File: config.mk
export PLATFORM = sky130hd
export DESIGN_NAME = entropy_harvester
export DESIGN_NICKNAME = d
export VERILOG_FILES = /design/src/rtl/entropy_harvester.sv
export SDC_FILE = /design/constraint.sdc
export NUM_CORES = 1
export LEC_CHECK = 0
export CAP_MARGIN = 20
export CORE_ASPECT_RATIO = 1.25
export CORE_MARGIN = 2
export CORE_UTILIZATION = 60
export CTS_CLUSTER_SIZE = 24
export DETAILED_ROUTE_END_ITERATION = 16
export DONT_BUFFER_PORTS = 1
export PLACE_DENSITY = 0.87
export REMOVE_ABC_BUFFERS = 1
export SLEW_MARGIN = 10
export SYNTH_ARGS = -nofsm -noshare
export SYNTH_HDL_FRONTEND = slang
export SYNTH_SLANG_ARGS = --single-unit
export TNS_END_PERCENT = 1
File: constraint.sdc
create_clock -name clk -period 5 [get_ports clk]
set_input_delay 1.25 -clock clk [delete_from_list [all_inputs] [get_ports clk]]
set_output_delay 1.25 -clock clk [all_outputs]
set_load 0.1 [all_outputs]
File: src/rtl/entropy_harvester.sv
// Ring-oscillator entropy consumer: sampling, repetition health test,
// pair whitening and a small byte FIFO read by the CPU RNG register.
module entropy_harvester #(
    parameter int SAMPLE_DIV = 16,
    parameter int REP_LIMIT  = 8,
    parameter int FIFO_AW    = 3
) (
    input  logic       clk,
    input  logic       rst,
    input  logic [7:0] raw_dat,
    input  logic       clr_fail,
    input  logic       rd_req,
    output logic [7:0] rd_data,
    output logic       rd_valid,
    output logic       fifo_empty,
    output logic       fifo_full,
    output logic       health_fail,
    output logic [7:0] drop_cnt
);

    localparam int DEPTH = 2 ** FIFO_AW;
    localparam int DW    = $clog2(SAMPLE_DIV);
    localparam int RW    = $clog2(REP_LIMIT);
    localparam int CW    = FIFO_AW + 1;

    localparam logic [DW-1:0] DIV_MAX  = DW'(SAMPLE_DIV - 1);
    localparam logic [DW-1:0] DIV_ONE  = DW'(1);
    localparam logic [RW-1:0] REP_MAX  = RW'(REP_LIMIT - 1);
    localparam logic [RW-1:0] REP_ONE  = RW'(1);
    localparam logic [CW-1:0] CNT_FULL = CW'(DEPTH);
    localparam logic [CW-1:0] CNT_ONE  = CW'(1);
    localparam logic [FIFO_AW-1:0] PTR_ONE = FIFO_AW'(1);

    typedef enum logic [1:0] {
        FILL_A,
        FILL_B,
        PUSH,
        FAIL
    } state_t;

    function automatic logic [7:0] bitrev(input logic [7:0] v);
        logic [7:0] r;
        for (int i = 0; i < 8; i++) begin
            r[i] = v[7-i];
        end
        return r;
    endfunction

    state_t             state;
    logic [DW-1:0]      div_cnt;
    logic               tick;
    logic [7:0]         prev;
    logic               prev_valid;
    logic [RW-1:0]      rep_cnt;
    logic [RW-1:0]      rep_next;
    logic               trip;
    logic [7:0]         samp_a;
    logic [7:0]         white;

    logic [7:0]         mem [DEPTH];
    logic [FIFO_AW-1:0] wr_ptr;
    logic [FIFO_AW-1:0] rd_ptr;
    logic [CW-1:0]      count;
    logic [CW-1:0]      cnt_next;
    logic               do_pop;
    logic               do_push;
    logic               do_drop;

    // Tick, health-test lookahead and FIFO operation decode for this clock.
    always_comb begin
        tick     = (div_cnt == DIV_MAX);
        rep_next = '0;
        if (prev_valid && (raw_dat == prev)) begin
            rep_next = (rep_cnt == REP_MAX) ? rep_cnt : rep_cnt + REP_ONE;
        end
        trip    = tick && (state != FAIL) && (rep_next == REP_MAX);
        do_pop  = rd_req && !fifo_empty && !trip;
        do_push = (state == PUSH) && (!fifo_full || do_pop);
        do_drop = (state == PUSH) && fifo_full && !do_pop;
        cnt_next = count;
        if (do_push && !do_pop) begin
            cnt_next = count + CNT_ONE;
        end else if (do_pop && !do_push) begin
            cnt_next = count - CNT_ONE;
        end
    end

    // Free-running sample-rate divider, independent of FSM state.
    always_ff @(posedge clk) begin
        if (rst) begin
            div_cnt <= '0;
        end else if (tick) begin
            div_cnt <= '0;
        end else begin
            div_cnt <= div_cnt + DIV_ONE;
        end
    end

    // Health test and sample-pair FSM; a trip pre-empts any pending work.
    always_ff @(posedge clk) begin
        if (rst) begin
            state       <= FILL_A;
            prev        <= '0;
            prev_valid  <= 1'b0;
            rep_cnt     <= '0;
            health_fail <= 1'b0;
            samp_a      <= '0;
            white       <= '0;
        end else if (state == FAIL) begin
            if (clr_fail) begin
                health_fail <= 1'b0;
                rep_cnt     <= '0;
                prev_valid  <= 1'b0;
                state       <= FILL_A;
            end else if (tick) begin
                prev       <= raw_dat;
                prev_valid <= 1'b1;
                rep_cnt    <= rep_next;
            end
        end else begin
            if (tick) begin
                prev       <= raw_dat;
                prev_valid <= 1'b1;
                rep_cnt    <= rep_next;
            end
            if (trip) begin
                health_fail <= 1'b1;
                state       <= FAIL;
            end else begin
                case (state)
                    FILL_A: begin
                        if (tick) begin
                            samp_a <= raw_dat;
                            state  <= FILL_B;
                        end
                    end
                    FILL_B: begin
                        if (tick) begin
                            white <= samp_a ^ bitrev(raw_dat);
                            state <= PUSH;
                        end
                    end
                    PUSH: begin
                        state <= FILL_A;
                    end
                    default: begin
                        state <= FILL_A;
                    end
                endcase
            end
        end
    end

    // Circular byte FIFO with registered flags, read port and drop counter.
    always_ff @(posedge clk) begin
        if (rst) begin
            for (int i = 0; i < DEPTH; i++) begin
                mem[i] <= '0;
            end
            wr_ptr     <= '0;
            rd_ptr     <= '0;
            count      <= '0;
            fifo_empty <= 1'b1;
            fifo_full  <= 1'b0;
            rd_valid   <= 1'b0;
            rd_data    <= '0;
            drop_cnt   <= '0;
        end else if (trip) begin
            wr_ptr     <= '0;
            rd_ptr     <= '0;
            count      <= '0;
            fifo_empty <= 1'b1;
            fifo_full  <= 1'b0;
            rd_valid   <= 1'b0;
        end else begin
            rd_valid <= do_pop;
            if (do_pop) begin
                rd_data <= mem[rd_ptr];
                rd_ptr  <= rd_ptr + PTR_ONE;
            end
            if (do_push) begin
                mem[wr_ptr] <= white;
                wr_ptr      <= wr_ptr + PTR_ONE;
            end
            if (do_drop && (drop_cnt != 8'hFF)) begin
                drop_cnt <= drop_cnt + 8'd1;
            end
            count      <= cnt_next;
            fifo_empty <= (cnt_next == '0);
            fifo_full  <= (cnt_next == CNT_FULL);
        end
    end

endmodule
==> results of run 1 <==
==> synthesized netlist by cell type (8+ instances only) <==
library cell / instances
a21oi_1: 27
nor2_1: 121
xor2_1: 13
nand3_1: 15
nand2_1: 42
edfxtp_1: 64
a211oi_1: 11
clkbuf_1: 22
xnor2_1: 17
dfxtp_1: 64
mux2i_1: 22
o21bai_1: 8
mux4_2: 16
==> power by group through the flow <==
stage                     logic (mW)  clock network, mW  registers (mW)
after floorplan                0.204                  0            1.37
after global routing           0.300               1.27            1.37
final                          0.277               1.22            1.36
after CTS                      0.257               1.23            1.38
after detailed placement       0.250                  0            1.40
after global placement         0.237                  0            1.39
==> state kept, by name (all words and copies together) (netlist names), 4 cells and up <==
| register | count |
|---|---|
| rd_data | 8 |
| mem | 64 |
| count | 4 |
| div_cnt | 4 |
| samp_a | 8 |
| white | 8 |
| drop_cnt | 8 |
| prev | 8 |
==> kinds of logic after synthesis <==
logic type / count (synthesis) / synth area share (%)
flops: 128 / 56.80
buf+inv: 36 / 2.729
simple gates: 209 / 15.93
compound gates: 69 / 7.832
mux: 39 / 10.49
xor+xnor: 30 / 4.659
fa+ha+maj: 7 / 1.553
==> worst max-delay path, cell delays in order, from the launching register on <==
cell and delay [ps]:
dfxtp_1 330, ha_1 240, and3_1 420, and4_4 350, a21o_1 330, nor3b_2 320, nand3b_1 560, o21bai_1 820
==> through the flow <==
stage	hold slack, ps	utilization [%]	total power, mW
floorplan	431.7	-	1.579
global placement	445.5	62.36	1.627
detailed placement	453.3	62.36	1.647
CTS	460.7	68.79	2.861
global route	490.5	68.96	2.939
finish	461.8	68.96	2.862
==> worst paths after layout <==
kind	to	depth (start not counted)	slack (ps)
worst min register to register	prev[2]	2	460
worst max-delay path	mem[1][7]	7	1250
worst min-delay path	prev[2]	2	460
worst max register to register	mem[1][7]	7	1250
==> cell type report <==
class	count	area (sq um)	area share [%]
multi-input cells	354	2288	36.37
clock inverters	13	143.9	2.287
repair buffers	4	37.54	0.5965
well taps	123	153.9	2.446
clock buffers	19	442.9	7.039
flip-flops and latches	128	3203	50.90
inverters	6	22.52	0.3579
==> metal layers <==
metal | global-route usage, % | vias to the layer above | part of all wire, %
li1 | - | 1810 | -
met1 | 26.91 | 1862 | 36
met2 | 45.47 | 162 | 55
met3 | 6.242 | 28 | 6.2
met4 | 12.00 | 0 | 2.7
met5 | 0 | - | 0
==> results.yml, run 1 <==
global_routing:
  grt-ovfl-total: 0
  grt_pass1_wl_mm: 19.22
  grt_use_total_pct: 24.94
  grt_max_degree: 59
  grt_pass1_vias: 3829
  antenna_found_initial: 0
pwr:
  power.density_nw_per_um2: 454.9
  comb_power_share_pct: 9.7
  internal_power_mw: 2.085
  switchingPower_mw: 0.7770
  p_seq_share_pct: 47.6
  p_clk_share_pct: 42.8
  leakage_nw: 2.079
  swShare_pct: 27.14
  vdd_ir_drop_max_v: 0.0002666
drt:
  dr.pass1.iters: 6
  dr_total_vias: 3862
  drc: 0
  detail-route-antenna-nets: 0
  wire_per_inst_microns: 18.41
  routed_wl_mm: 11.91
  drt_first_iter_violations: 374
  viasPerCell: 5.969
yosys:
  syn_area_sq_um: 5639
  avgSynthCellArea_sq_um: 10.89
  ys_async_sr_fraction_pct: 0
  synth_top_cell_by_area: "edfxtp_1"
  seq_area_frac_synth_pct: 56.80
  synth_edf_count: 64
  synth_area_leaders: "edfxtp_1 34%, dfxtp_1 23%, nor2_1 8.1%, mux4_2 6.4%, mux2i_1 3.9%"
  synthCells: 518
  synth.top_cell.area_share_pct: 34.08
  synth_flop_cell: "edfxtp_1"
  synth_warnings: 0
  ys_ff_latch: 128
  synth_cell_type_count: 44
sta:
  min_period_ps: 3750
  setup_violations: 0
  max_slew.worst_pin.slew_ps: 1082
  fmax_mhz: 266.7
  fin_ws_ps: 1250
  hold_viol_final: 0
  tns_ps: 0
  max_slew_margin_pct: 27.80
  fin_crit_sh_pct: 74.99
  slew_viol_final: 0
  rsz0062_at_grt: "no"
  clock_skew_ps: 6.062
place:
  place_ws_ps: 883.8
  dpl.cell_count: 614
  placed_area_sq_um: 5690
  portBuffers: 0
  dp_hpwl_mm: 8.066
  place_congestion: 0.8551
floorplanning:
  dieArea_sq_um: 10190
  chipHeight_microns: 112.4
  core_area_sq_um: 9125
  ios: 32
  die_x_microns: 90.71
  rows: 39
  initial_core_util_pct: 61.80
clock_network:
  post_cts.repair.setup_buffers: 0
  hold_buffers: 0
  clockBufferDepth: 2
  cts_resized: 0
  insertion_delay_ps: 420
  root_buffer: "clkbuf_16"
  clk_pin_slew_worst_paths_ps: 50
  htreeDepth: 4
  cts.sinks: 128
  cts_tree: "yes"
  cts_buffers: 17
critical_path:
  startpoint: "div_cnt[0]"
  crit_arrival_ps: 3800
  critPathCaptureType: "flip-flop"
  critPathLaunchType: "flip-flop"
  critPathKind: "flip-flop to flip-flop"
  cp_max_fo: 20
  required_ps: 5050
  timing.rr.start: "div_cnt[0]"
layout:
  antennaDiodeCount: 0
  final_cells: 647
  final_common_cell: "nor2_1"
  final_cell_mix: "121 x nor2_1, 64 x dfxtp_1, 64 x edfxtp_1"
  area_delta_synth_final_pct: 11.58
  fin_area_sq_um: 6292
  drive_gt1_share_pct: 10.88
  fill_cells: 643
  final_nets: 530
job:
  cap_violations: 0
worst_hold_path:
  hp-start: "prev[2]"
  min_path_type: "flip-flop to flip-flop"
outcome:
  status: "complete, no violations"
Power figures use the tool's default switching activity.
==> run 2, diff against run 1 <==
Clock period 5 ns to 3.9 ns, I/O delays scaled along.
==> run 2 against run 1 <==
Effect of this change: largest power group unchanged; die area is the same; core utilization grew 0.096 points; critical endpoint is now mem[4][2]; critical path depth grew 1; clock skew grew 2.8 ps; highest routed layer unchanged; final area grew 0.14%; clock-buffer cell count grew 2; power grew 22%.
==> results.yml, run 2 (synthesized netlist as in run 1, its figures left out) <==
floorplanning:
  ios: 32
  core_area_sq_um: 9125
  initial_core_util_pct: 61.80
  die_x_microns: 90.71
  dieArea_sq_um: 10190
  chipHeight_microns: 112.4
  rows: 39
clock_network:
  cts_tree: "yes"
  cts.sinks: 128
  hold_buffers: 0
  insertion_delay_ps: 410
  clk_pin_slew_worst_paths_ps: 50
  cts_buffers: 17
  htreeDepth: 4
  clockBufferDepth: 2
  root_buffer: "clkbuf_16"
  cts_resized: 0
  post_cts.repair.setup_buffers: 0
pwr:
  design_power_total_mw: 3.505
  leakage_nw: 2.088
  p_seq_share_pct: 48.1
  power.density_nw_per_um2: 556.3
  internal_power_mw: 2.527
  vdd_ir_drop_max_v: 0.0003299
  switchingPower_mw: 0.9785
  swShare_pct: 27.92
  p_clk_share_pct: 40.1
  comb_power_share_pct: 11.9
layout:
  final_common_cell: "nor2_1"
  final_cells: 655
  area_delta_synth_final_pct: 11.74
  final_nets: 538
  final_util_pct: 69.05
  top_register: "mem"
  drive_gt1_share_pct: 12.22
  antennaDiodeCount: 0
  largest_reg_flops: 64
  final_cell_mix: "121 x nor2_1, 64 x dfxtp_1, 64 x edfxtp_1"
place:
  place_congestion: 0.8246
  place_ws_ps: 396.4
  portBuffers: 0
  dp_hpwl_mm: 8.353
  dpl.cell_count: 622
drt:
  dr.pass1.iters: 5
  dr_total_vias: 3844
  viasPerCell: 5.869
  detail-route-antenna-nets: 0
  drc: 0
  routed_wl_mm: 11.64
  drt_first_iter_violations: 338
  wire_per_inst_microns: 17.77
sta:
  tns_ps: 0
  max_slew.worst_pin.slew_ps: 1090
  rsz0062_at_grt: "no"
  fin_crit_sh_pct: 81.82
  min_period_ps: 3191
  slew_viol_final: 0
  hold_viol_final: 0
  max_slew_margin_pct: 27.26
  setup_violations: 0
  fin_ws_ps: 709.0
  fmax_mhz: 313.4
  clock_skew_ps: 8.859
worst_hold_path:
  min_path_type: "flip-flop to flip-flop"
  whs_path_depth: 2
global_routing:
  grt_max_degree: 59
  grt-ovfl-total: 0
  grt_pass1_wl_mm: 19.53
  antenna_found_initial: 0
  grt_use_total_pct: 25.01
  grt_pass1_vias: 3803
critical_path:
  crit_arrival_ps: 3230
  r2r_cells: 8
  required_ps: 3940
  critPathKind: "flip-flop to flip-flop"
  critPathLaunchType: "flip-flop"
  critPathCaptureType: "flip-flop"
  cp_max_fo: 8
outcome:
  status: "complete, no violations"
job:
  cap_violations: 0
-- run 2: cell count changes in the layout (fill, tap and decap cells not counted), sizes merged --
cell / change
clkinvlp: +1
buf: +8
bufinv: -3
clkbuf: +2
-- run 2: cell type report --
class	count	area, sq um
Timing Repair Buffer	12	97.59
Inverter	6	22.52
Tap cell	123	153.9
Multi-Input combinational cell	354	2288
Clock inverter	11	65.06
Clock buffer	21	470.5
Sequential cell	128	3203
Fill cell	636	2824
-- run 2: power groups by stage --
| stage | Combinational, mW | Clock, mW | Sequential (mW) |
|---|---|---|---|
| global route | 0.452 | 1.48 | 1.69 |
| global placement | 0.372 | 0 | 1.72 |
| CTS | 0.391 | 1.42 | 1.70 |
| floorplan | 0.262 | 0 | 1.76 |
| finish | 0.416 | 1.40 | 1.69 |
| detailed placement | 0.389 | 0 | 1.73 |
-- run 2: path summary, 6_finish.rpt --
check | start | to | slack [ps]
setup / recovery | rep_cnt[0] | mem[4][2] | 710
hold / removal | prev[5] | prev[5] | 470
setup reg to reg | rep_cnt[0] | mem[4][2] | 710
hold reg to reg | prev[5] | prev[5] | 470
-- run 2: worst max-delay path, stage by stage, from the launching register on --
cell      delay [ps]
dfxtp_1          390
ha_1             270
nand2_1          150
mux2_2           260
a211oi_2          70
a21o_1           220
nor3b_2          280
or3b_1           500
o21bai_1         680
-- run 2: routing by layer --
layer,wire (microns),GRT usage (%)
met1,4654,28.87
met2,6406,45.37
met3,456,6.711
met4,125,7.590
met5,0,0
-- run 2: stage by stage --
step	hold WS [ps]	area (sq um)
global placement	449.0	5751
global route	486.7	6301
finish	467.8	6301
floorplan	431.7	5508
CTS	465.8	6286
detailed placement	458.2	5751
==> run 3, diff against run 2 <==
Settings changed: ABC_AREA set to 1.
Clock period 3.9 ns to 3 ns, I/O delays scaled along.
==> run 3 against run 2 <==
Effect of this change: first-iteration DRC count rose by 42%; via count rose by 22%; non-clock buffer count rose by 5; largest power group unchanged; sequential power rose by 30%.
==> results.yml, run 3 <==
drt:
  drt_first_iter_violations: 479
  drc: 0
  dr_total_vias: 4693
  wire_per_inst_microns: 16.04
  detail-route-antenna-nets: 0
  viasPerCell: 5.634
  routed_wl_mm: 13.36
  dr.pass1.iters: 5
pwr:
  vdd_ir_drop_max_v: 0.0004776
  leakage_nw: 2.645
  power.density_nw_per_um2: 708.0
yosys:
  syn_area_sq_um: 5944
  synth_area_leaders: "edfxtp_1 32%, dfxtp_1 22%, nand2_1 9.3%, nor2_1 6.9%, nand3_1 5.5%"
  synth_cell_type_count: 38
  synth_warnings: 0
  synth_top_cell_by_area: "edfxtp_1"
  synth_flop_cell: "edfxtp_1"
  avgSynthCellArea_sq_um: 8.742
  yosysMostFrequentCell: "nand2_1"
  post_synth_most_frequent_cells: "147 x nand2_1, 110 x nor2_1, 65 x nand3_1"
  ys_async_sr_fraction_pct: 0
  ys_ff_latch: 128
  synthCells: 680
  synth.top_cell.area_share_pct: 32.33
  synth_edf_count: 64
  seq_area_frac_synth_pct: 53.88
critical_path:
  critPathLaunchType: "flip-flop"
  critPathCaptureType: "flip-flop"
  required_ps: 3090
  critPathKind: "flip-flop to flip-flop"
  cp_max_fo: 14
  crit_arrival_ps: 2660
layout:
  drive_gt1_share_pct: 11.03
  fin_area_sq_um: 6673
  top_register: "mem"
  area_delta_synth_final_pct: 12.25
  antennaDiodeCount: 0
  final_nets: 713
  largest_reg_flops: 64
  final_cell_mix: "147 x nand2_1, 110 x nor2_1, 65 x nand3_1"
  final_common_cell: "nand2_1"
floorplanning:
  die_x_microns: 93.03
  chipHeight_microns: 115.3
  initial_core_util_pct: 61.86
  ios: 32
  core_area_sq_um: 9609
  rows: 40
  dieArea_sq_um: 10720
clock_network:
  root_buffer: "clkbuf_16"
  cts_buffers: 17
  htreeDepth: 4
  cts_tree: "yes"
  hold_buffers: 0
  cts_resized: 0
  clockBufferDepth: 2
  cts.sinks: 128
  clk_pin_slew_worst_paths_ps: 50
  post_cts.repair.setup_buffers: 0
  insertion_delay_ps: 420
global_routing:
  grt-ovfl-total: 0
  grt_pass1_wl_mm: 21.60
  antenna_found_initial: 0
  grt_use_total_pct: 26.46
  grt_max_degree: 51
  grt_pass1_vias: 4520
place:
  portBuffers: 0
  place_ws_ps: 301.5
  place_congestion: 0.8790
  placed_area_sq_um: 6137
  dp_hpwl_mm: 9.229
sta:
  hold_slack_ps: 392.8
  setup_violations: 0
  fmax_mhz: 388.6
  max_slew.worst_pin.slew_ps: 990.3
  tns_ps: 0
  fin_ws_ps: 426.5
  slew_viol_final: 0
  clock_skew_ps: 7.935
  max_slew_margin_pct: 33.89
  rsz0062_at_grt: "no"
  fin_crit_sh_pct: 85.78
  hold_viol_final: 0
  min_period_ps: 2574
worst_hold_path:
  min_path_type: "primary input to flip-flop"
outcome:
  status: "complete, no violations"
job:
  cap_violations: 0
==> run 3: changes by cell type after synthesis, moves of 13 or more <==
cell / before / now
o21ai_0: 7 / 39
mux4_2: 16 / 0
inv_1: 6 / 40
xnor2_1: 17 / 4
nand3_1: 15 / 65
mux2i_1: 22 / 0
nand2_1: 42 / 147
==> run 3: power breakdown <==
part	total, mW	internal (mW)	switching (mW)
logic	0.651	0.195	0.456
clock network	1.88	1.17	0.712
registers	2.19	1.93	0.263
==> run 3: layout make-up <==
class                   count  area [sq um]
well taps                 126         157.7
clock buffers              24         471.7
fillers                   710          2937
flip-flops and latches    128          3203
clock inverters             8         63.81
repair buffers             17         127.6
inverters                  63         245.2
multi-input cells         467          2404
==> run 3: cell families (layout without fill, tap and decap cells) <==
kind of cell / count (synthesis) / in the layout / synth area share (%)
AOI/OAI and AO/OA: 88 / 88 / 7.725
adders and majority gates: 7 / 7 / 1.473
and+or+nand+nor: 354 / 354 / 28.46
DFF: 128 / 128 / 53.88
buffers and inverters: 85 / 112 / 5.683
xor gates and xnor gates: 18 / 18 / 2.778
==> run 3: final timing paths <==
path,startpoint,to,slack [ps],cells past startpoint
worst min-delay path,rst,drop_cnt[5],390,1
worst min register to register,div_cnt[0],div_cnt[0],440,1
worst max-delay path,div_cnt[0],mem[0][5],430,14
worst max register to register,div_cnt[0],mem[0][5],430,14
==> run 3: stage by stage <==
stage	utilization, %	power, mW	cells
2_1_floorplan	-	2.689	658
3_3_place_gp	63.87	2.841	801
3_5_place_dp	63.87	2.870	801
4_1_cts	69.44	4.724	833
5_1_grt	69.44	4.884	833
6_report	69.44	4.725	833
==> run 3: routing by layer <==
metal / wire length (microns) / part of all wire [%] / global-route usage, %
met1: 4967 / 37 / 28.82
met2: 6992 / 52 / 45.99
met3: 977 / 7.3 / 8.519
met4: 424 / 3.2 / 13.92
met5: 0 / 0 / 0
==> run 3: critical path, cell delays in order (launching register included) <==
cell     delay [ps]
dfxtp_1         350
ha_1            190
nand2_2         110
nor2_8          160
inv_4            80
nor3_4          210
nand4_4         250
nand2_4         130
nand2_2          50
nand2_2         110
inv_4            70
nand2_8          80
inv_4            70
nand3_4         100
nand2_1         270
